### config.mk
export PLATFORM = sky130hd
export DESIGN_NAME = i2s_tx
export DESIGN_NICKNAME = d
export VERILOG_FILES = /design/src/rtl/sample_pkg.sv /design/src/rtl/i2s_clk_gen.sv /design/src/rtl/i2s_tx.sv
export SDC_FILE = /design/constraint.sdc
export NUM_CORES = 1
export LEC_CHECK = 0
export CAP_MARGIN = 20
export CORE_ASPECT_RATIO = 0.8
export CORE_UTILIZATION = 60
export CTS_BUF_LIST = sky130_fd_sc_hd__clkbuf_16
export DETAILED_ROUTE_END_ITERATION = 10
export PLACE_DENSITY = 0.82
export SETUP_SLACK_MARGIN = 0.15
export SLEW_MARGIN = 25
export SYNTH_ARGS = -nofsm -noshare
export SYNTH_HDL_FRONTEND = slang
export SYNTH_SLANG_ARGS = --single-unit
### constraint.sdc
create_clock -name clk -period 2.8 [get_ports clk]
set_clock_uncertainty 0.05 [all_clocks]
set_input_delay 0.56 -clock clk [delete_from_list [all_inputs] [get_ports clk]]
set_output_delay 0.56 -clock clk [all_outputs]
set_load 0.02 [all_outputs]
### src/rtl/sample_pkg.sv
// -----------------------------------------------------------------------------
// sample_pkg
//   Shared types and constants for the audio sample path.
//   sample_t     : stereo sample, left (lc) and right (rc) channel words, each
//                  SAMPLE_WIDTH bits, two's complement.
//   I2S_*        : default framing of the DAC I2S link.
//   tx_state_e   : start-up state of the I2S transmitter.
// -----------------------------------------------------------------------------
package sample_pkg;

  localparam int unsigned SAMPLE_WIDTH = 24;

  typedef struct packed {
    logic [SAMPLE_WIDTH-1:0] lc;
    logic [SAMPLE_WIDTH-1:0] rc;
  } sample_t;

  localparam int unsigned I2S_SLOT_WIDTH = 32;
  localparam int unsigned I2S_BCLK_DIV   = 4;

  // TX_START: out of reset, no frame on the wire yet; the first fall strobe
  //           loads a frame without advancing the position counter.
  // TX_RUN  : free-running framing.
  typedef enum logic {
    TX_START = 1'b0,
    TX_RUN   = 1'b1
  } tx_state_e;

endpackage

### src/rtl/i2s_clk_gen.sv
// -----------------------------------------------------------------------------
// i2s_clk_gen
//   Divides the system clock down to the I2S bit clock and produces one-cycle
//   strobes marking the clk edge on which sclk rises or falls.
//   Ports:
//     clk      in  : system clock
//     rst      in  : asynchronous active-low reset
//     sclk     out : bit clock, period 2*BCLK_DIV clk cycles, 0 in reset
//     rise_stb out : high in the clk cycle whose closing edge drives sclk 0->1
//     fall_stb out : high in the clk cycle whose closing edge drives sclk 1->0
// -----------------------------------------------------------------------------
module i2s_clk_gen
  import sample_pkg::*;
#(
  parameter int unsigned BCLK_DIV = I2S_BCLK_DIV
) (
  input  logic clk,
  input  logic rst,
  output logic sclk,
  output logic rise_stb,
  output logic fall_stb
);

  localparam int unsigned     DIV_W    = (BCLK_DIV > 1) ? $clog2(BCLK_DIV) : 1;
  localparam logic [DIV_W-1:0] DIV_LAST = DIV_W'(BCLK_DIV - 1);

  logic [DIV_W-1:0] div_q, div_d;
  logic             sclk_q, sclk_d;
  logic             wrap;

  always_comb begin
    wrap   = (div_q == DIV_LAST);
    div_d  = wrap ? '0 : div_q + DIV_W'(1);
    sclk_d = wrap ? ~sclk_q : sclk_q;
  end

  always_ff @(posedge clk or negedge rst) begin
    if (!rst) begin
      div_q  <= '0;
      sclk_q <= 1'b0;
    end else begin
      div_q  <= div_d;
      sclk_q <= sclk_d;
    end
  end

  // Strobes are combinational so that logic acting on them updates on the
  // same clk edge that moves sclk.
  assign sclk     = sclk_q;
  assign rise_stb = wrap & ~sclk_q;
  assign fall_stb = wrap &  sclk_q;

endmodule

### src/rtl/i2s_tx.sv
// -----------------------------------------------------------------------------
// i2s_tx
//   Philips I2S transmitter for the DAC. Accepts one stereo sample per valid
//   pulse into a single pending register and serialises one frame per
//   2*SLOT_WIDTH bit clocks, MSB first, with the standard one-bclk data delay
//   after word-select. If no new sample is pending at a frame boundary the
//   previous sample is repeated.
//   Ports:
//     clk     in  : system clock
//     rst     in  : asynchronous active-low reset
//     data_i  in  : stereo sample (sample_t)
//     vld_i   in  : one-cycle pulse qualifying data_i
//     sclk    out : I2S bit clock
//     lrclk   out : word select, 0 = left slot, 1 = right slot
//     sdata   out : serial data, changes only when sclk falls
//     frame_o out : one-cycle pulse after a frame is loaded into the shifter
//     ovf_o   out : sticky, a pending sample was overwritten unsent
//     udf_o   out : sticky, a frame started with no new pending sample
// -----------------------------------------------------------------------------
module i2s_tx
  import sample_pkg::*;
#(
  parameter int unsigned DATA_WIDTH = SAMPLE_WIDTH,
  parameter int unsigned SLOT_WIDTH = I2S_SLOT_WIDTH,
  parameter int unsigned BCLK_DIV   = I2S_BCLK_DIV
) (
  input  logic    clk,
  input  logic    rst,
  input  sample_t data_i,
  input  logic    vld_i,
  output logic    sclk,
  output logic    lrclk,
  output logic    sdata,
  output logic    frame_o,
  output logic    ovf_o,
  output logic    udf_o
);

  localparam int unsigned FRAME_BITS = 2 * SLOT_WIDTH;
  localparam int unsigned POS_W      = $clog2(FRAME_BITS);
  localparam int unsigned PAD_W      = SLOT_WIDTH - DATA_WIDTH;

  localparam logic [POS_W-1:0] POS_LAST = POS_W'(FRAME_BITS - 1);
  localparam logic [POS_W-1:0] POS_HALF = POS_W'(SLOT_WIDTH);

  // Frame image with frame bit 0 (left MSB) in the top bit, so the shifter
  // only ever moves towards the MSB.
  function automatic logic [FRAME_BITS-1:0] frame_bits(input sample_t s);
    return {s.lc, PAD_W'(0), s.rc, PAD_W'(0)};
  endfunction

  logic rise_stb;
  logic fall_stb;

  i2s_clk_gen #(
    .BCLK_DIV (BCLK_DIV)
  ) u_clk_gen (
    .clk      (clk),
    .rst      (rst),
    .sclk     (sclk),
    .rise_stb (rise_stb),
    .fall_stb (fall_stb)
  );

  tx_state_e             state_q, state_d;
  logic [POS_W-1:0]      pos_q, pos_d;
  logic [FRAME_BITS-1:0] sh_q, sh_d;
  sample_t               pend_q, pend_d;
  logic                  pend_vld_q, pend_vld_d;
  sample_t               last_q, last_d;
  logic                  lrclk_q, lrclk_d;
  logic                  sdata_q, sdata_d;
  logic                  frame_q, frame_d;
  logic                  ovf_q, ovf_d;
  logic                  udf_q, udf_d;

  logic                  load;
  logic                  consume;
  sample_t               src;

  always_ff @(posedge clk or negedge rst) begin
    if (!rst) begin
      state_q <= TX_START;
    end else begin
      state_q <= state_d;
    end
  end

  always_comb begin
    state_d    = state_q;
    pos_d      = pos_q;
    sh_d       = sh_q;
    pend_d     = pend_q;
    pend_vld_d = pend_vld_q;
    last_d     = last_q;
    lrclk_d    = lrclk_q;
    sdata_d    = sdata_q;
    frame_d    = 1'b0;
    ovf_d      = ovf_q;
    udf_d      = udf_q;

    // The first fall after reset enters pos 0 directly, so a frame goes out
    // straight away instead of after one idle frame.
    load    = fall_stb && ((state_q == TX_START) || (pos_q == POS_LAST));
    consume = load && pend_vld_q;
    src     = pend_vld_q ? pend_q : last_q;

    if (fall_stb) begin
      state_d = TX_RUN;
      pos_d   = load ? '0 : pos_q + POS_W'(1);
      lrclk_d = (pos_d >= POS_HALF);
      // One-bclk I2S delay: the bit leaving the shifter now is the one that
      // was at the head during the previous position.
      sdata_d = sh_q[FRAME_BITS-1];
      sh_d    = load ? frame_bits(src) : {sh_q[FRAME_BITS-2:0], 1'b0};
    end

    if (load) begin
      last_d  = src;
      frame_d = 1'b1;
      if (!pend_vld_q) begin
        udf_d = 1'b1;
      end
    end

    // A sample arriving on the load edge lands behind the one being consumed.
    if (consume) begin
      pend_vld_d = 1'b0;
    end
    if (vld_i) begin
      pend_d     = data_i;
      pend_vld_d = 1'b1;
      if (pend_vld_q && !consume) begin
        ovf_d = 1'b1;
      end
    end
  end

  always_ff @(posedge clk or negedge rst) begin
    if (!rst) begin
      pos_q      <= '0;
      sh_q       <= '0;
      pend_q     <= '0;
      pend_vld_q <= 1'b0;
      last_q     <= '0;
      lrclk_q    <= 1'b0;
      sdata_q    <= 1'b0;
      frame_q    <= 1'b0;
      ovf_q      <= 1'b0;
      udf_q      <= 1'b0;
    end else begin
      pos_q      <= pos_d;
      sh_q       <= sh_d;
      pend_q     <= pend_d;
      pend_vld_q <= pend_vld_d;
      last_q     <= last_d;
      lrclk_q    <= lrclk_d;
      sdata_q    <= sdata_d;
      frame_q    <= frame_d;
      ovf_q      <= ovf_d;
      udf_q      <= udf_d;
    end
  end

  assign lrclk   = lrclk_q;
  assign sdata   = sdata_q;
  assign frame_o = frame_q;
  assign ovf_o   = ovf_q;
  assign udf_o   = udf_q;

  a_strobes_exclusive : assert property (@(posedge clk) disable iff (!rst)
    !(rise_stb && fall_stb));

endmodule

### After elaboration in Yosys (flattened, before gate mapping)

Index checks and enable logic that the tools add are counted.

* $mul: 0
* magnitude comparators: 1
* shift-type cells: 0
* divide/modulo/power cells: 0
* reductions and logical operators: 8
* eq/ne operators: 2
* muxes and demuxes: 7
* $add $sub $neg: 2
* bitwise operators: 4

Operators by type and width (number)
* $mux W64: 1
* $mux W48: 1
* $add A6 B1 Y6 const B: 1
* $eq A6 B6 Y1 const B: 1
* $ge A6 B6 Y1 const B: 1
* $mux W6: 1
* $reduce_and A2 Y1: 2
* $logic_and A1 B1 Y1: 3
* $mux W1: 3
* $not A1 Y1: 3
* $add A2 B1 Y2 const B: 1
* $eq A2 B2 Y1 const B: 1
* $mux W2: 1
* $reduce_bool A2 Y1: 1
* $and A1 B1 Y1: 1
* $logic_not A1 Y1: 1
* $logic_or A1 B1 Y1: 1

* word-level logic and storage cells: 39
* memories kept: 0
* input port bits: 51
* register bits: 176
* output and inout port bits: 6
* bits in read-only memories: 0
* latch bits: 0
* RAM bits: 0

### Longest topological paths before layout

* depth in word-level cells: 7
* gate-level depth with buffers: 8
* depth with buffers taken out: 5

### By module

Synthesis repeated with hierarchy kept, for this count alone.

* cells, all modules: 560
* area total of the unflattened synthesis: 7390.8 um2

By module, submodules not included
* i2s_tx: area each 7274.5 um2, times used 1, cells an instance 552, sequential area each 4129.0 um2
* i2s_clk_gen: area each 116.4 um2, times used 1, cells an instance 8, sequential area each 75.1 um2

### Worst setup path after synthesis

No wires, ideal clock.

* path kind: register to register
* from: register pos_q[0]
* to: register last_q[26] in the netlist's numbering
* arrival time: 1716 ps
* clock period less this slack: 1893 ps
* buffers on the path: 2
* setup time: 127 ps
* cell stages (with the launch flop): 8
* data required time: 2623 ps
* path slack: 907 ps
* path through: dfrtp_1 -> ha_1 -> nand4_1 -> o22a_2 -> nor2b_4 -> buf_6 -> buf_8 -> mux2_1

* word-level cells in the longest chain between the ends: 3

Ends and longest elaborated chain
* start, declared: line i2s_tx.sv:66 `logic [POS_W-1:0] pos_q, pos_d;`
* start signal, assigned: line i2s_tx.sv:152 `pos_q <= pos_d;`
* $eq A6 B6 Y1: line i2s_tx.sv:104 `load = fall_stb && ((state_q == TX_START) || (pos_q == POS_LAST));`
* $logic_or A1 B1 Y1: line i2s_tx.sv:104
* $logic_and A1 B1 Y1: line i2s_tx.sv:104
* end signal, assigned: line i2s_tx.sv:156 `last_q <= last_d;`
* end, declared: line i2s_tx.sv:70 `sample_t last_q, last_d;`

Every way passes these cells.
A chain may end at the register's enable or synchronous reset.

### Worst setup path in the final report

* from: register u_clk_gen.sclk_q (netlist: u_clk_gen.sclk)
* to: output sclk

RTL lines
* start, declared: line i2s_clk_gen.sv:28 `logic sclk_q, sclk_d;`
* start signal, assigned: line i2s_clk_gen.sv:43 `sclk_q <= sclk_d;`
* end, declared: line i2s_tx.sv:31 `output logic sclk,`

No word-level cell between the ends.

==> impl_metrics.csv <==
group,metric,value,unit
cts,tritoncts,"yes",
logic_synthesis,synth_top_area_share,59.05,%
cts,cts_root_buf,"clkbuf_16",
setup_path,cp_top_family,"buffers and inverters",
logic_synthesis,yosysMostFrequentCell,"dfrtp_1",
grt,grt_max_degree,79,
placement,pre_cts_ws,0.7302,ns
setup_path,path_cells,"clkdlybuf4s50_1",
drt,drc,0,
floorplanning,rows,35,
floorplanning,dieArea,0.01231,sq mm
logic_synthesis,ys_seq_area_share,59.05,%
timing,slew_headroom,48.46,%
logic_synthesis,synth_commonest_cells,"168 x dfrtp_1, 76 x mux2_2, 48 x mux2i_1",
logic_synthesis,syn_nets,582,
power_and_ir_drop,vdd_drop_max,0.4721,mV
setup_path,slowest_delay,0.64,ns
grt,antenna_found_initial,0,
timing,period_share,76.14,%
final_layout,final_nets,624,
setup_path,cp-startpoint,"u_clk_gen.sclk",
run,cap_violations,0,
grt,grt_pass1_wl,24250,um
placement,dpl_cell_area,0.007791,sq mm
final_layout,diodes,0,
setup_path,critPathMaxFanout,5,
logic_synthesis,synthArstFlopShare,100.0,%
logic_synthesis,avgSynthCellArea,13.46,sq um
grt,grtUsageTotal,26.16,%
setup_path,r2r-end,"sh_q[39]",
timing,max_freq,469.1,MHz
timing,worst_pin_slew,0.7731,ns
setup_path,crit_buf_inv,1,
setup_path,rrSetupSlack,0.68,ns
final_layout,final_cells,732,
setup_path,reg2reg_depth,5,
setup_path,critPathCapture,"sclk",
drt,wl_per_cell,19.70,um
logic_synthesis,synth-main-ff-cell,"dfrtp_1",
grt,first_global_vias,4790,
final_layout,area_growth,19.40,%
drt,vias,4670,
worst_hold_path,hold_class,"reg2reg",
timing,setup_viol,0,
logic_synthesis,synth_cell_types,37,
placement,io_buffers,56,
timing,min_period,2.132,ns
logic_synthesis,yosysTopAreaCell,"dfrtp_1",
setup_path,worstSetupPathType,"reg2out",
logic_synthesis,synth-seq-cells,168,
logic_synthesis,synthTopCellsByArea,"dfrtp_1 59%, mux2_2 12%, mux2i_1 6.7%",
cts,cts_resized,0,
logic_synthesis,synth_area,0.007119,sq mm
final_layout,drive_above_1_share,22.60,%
floorplanning,die_x,123.8,um
logic_synthesis,synth_edf_count,0,
cts,cts_buffers,17,
grt,grt_overflow,0,
timing,slew_violations,0,
logic_synthesis,netlist_instances,529,
floorplanning,fp.coreArea,0.01152,sq mm
setup_path,cp-end-kind,"primary output",
setup_path,cp.depth,1,
cts,path_clk_slew,0.06,ns
final_layout,stdcell_area,0.008501,sq mm
placement,place_inst,699,
cts,htreeDepth,4,
placement,dp_hpwl,8362,um
cts,insertion_delay,0.43,ns
timing,setup_ws,0.6682,ns
cts,clk_path_buf_depth,2,
timing,rsz0062_at_grt,"false",
floorplanning,io_pins,57,
setup_path,cp_data_required_time,2.19,ns
timing,finalHoldViolCount,0,
timing,finalSetupTns,0,ns
setup_path,r2r-start,"pos_q[0]",
floorplanning,die_h,99.43,um
placement,gp_congestion,0.7848,
setup_path,slowest_stage,"clkdlybuf4s50_1",
drt,ant_nets,0,
drt,viasPerCell,6.380,
power_and_ir_drop,p_leak,3.790,nW
logic_synthesis,yosys_warnings,0,
power_and_ir_drop,p_total,5.937,mW
power_and_ir_drop,power_density,698.5,mW/mm^2
timing,whs,0.4148,ns
drt,dr.first_iter.drc_count,380,
floorplanning,start_util,61.81,%
setup_path,arrival,1.52,ns
setup_path,crit_path_start_kind,"register",
cts,clock_sinks,168,
drt,wl,14420,um
drt,dr.pass1.iters,5,
final_layout,finish.utilization,73.81,%
status,status,"complete, no violations",
## final cells by class
| class | count | area (sq um) |
|---|---|---|
| flip-flops and latches | 168 | 4205 |
| fillers | 714 | 3017 |
| inverters | 1 | 3.754 |
| clock inverters | 15 | 274.0 |
| repair buffers | 71 | 709.4 |
| clock buffers | 17 | 425.4 |
| multi-input cells | 312 | 2698 |
| well taps | 148 | 185.2 |
## flip-flops by register name (all words and copies together), names as in the netlist
name and cells:
sh_q 56, last_q 48, pend_q 48, pos_q 6
u_clk_gen.div_q 2, frame_o 1, lrclk 1, ovf_o 1
pend_vld_q 1, sdata 1, state_q 1, u_clk_gen.sclk 1
udf_o 1
## where the power goes
| part | leakage (nW) | switching, mW | internal [mW] |
|---|---|---|---|
| Clock | 0.334 | 0.986 | 1.77 |
| Combinational | 1.46 | 0.167 | 0.242 |
| Sequential | 2.00 | 0.141 | 2.63 |
| Total | 3.79 | 1.29 | 4.64 |
## per-layer routing
layer / wire, um / vias to the layer above / GRT usage (%)
met1: 6234 / 2408 / 35.11
met2: 7333 / 141 / 41.88
met3: 596 / 28 / 6.078
met4: 259 / 0 / 9.361
li1: - / 2093 / -
met5: 0 / - / 0
## layout by cell type, fill, tap and decap left out, types with 2 or more instances in the layout
| cell | n |
|---|---|
| a21o_1 | 4 |
| a22o_1 | 2 |
| a31oi_1 | 47 |
| buf_12 | 3 |
| buf_4 | 11 |
| bufinv_16 | 7 |
| clkbuf_16 | 17 |
| clkdlybuf4s50_1 | 54 |
| clkinv_4 | 4 |
| clkinvlp_4 | 2 |
| dfrtp_1 | 167 |
| ha_1 | 2 |
| mux2_1 | 20 |
| mux2_2 | 76 |
| mux2i_1 | 48 |
| nand2_1 | 28 |
| nand3_1 | 3 |
| nor2_1 | 3 |
| nor3_1 | 2 |
| nor4_1 | 2 |
| o21ai_0 | 12 |
| o32ai_1 | 47 |
## worst register-to-register path: stages, from the launching register on
cell     delay, ns
dfrtp_1       0.43
ha_1          0.29
nand2_1       0.17
o21ai_4       0.18
buf_4         0.53
o21ai_0       0.29
## kinds of logic after synthesis
group           count (synthesis)  share of synthesized area, %
flops                         168                         59.05
mux                           144                         21.93
compound gates                119                         12.18
buf+inv                        49                         3.357
simple gates                   46                         3.005
fa+ha+maj                       2                        0.3514
xor+xnor                        1                        0.1230
## worst min path at each step
| stage | cells past startpoint | slack [ns] | start | end |
|---|---|---|---|---|
| finish | 1 | 0.41 | u_clk_gen.div_q[0] | u_clk_gen.div_q[0] |
| global route | 1 | 0.43 | u_clk_gen.div_q[0] | u_clk_gen.div_q[0] |
| CTS | 1 | 0.40 | u_clk_gen.div_q[0] | u_clk_gen.div_q[0] |
| detailed placement | 1 | 0.40 | rst | last_q[7] |
| global placement | 1 | 0.37 | u_clk_gen.div_q[0] | u_clk_gen.div_q[0] |
| floorplan | 0 | 0.21 | rst | frame_o |
## repair_timing
item                      CTS  global route
hold buffers                1             0
buffers inserted            0             0
hold endpoints to repair   25             0
Note: power is estimated with default switching activity, not from simulation.
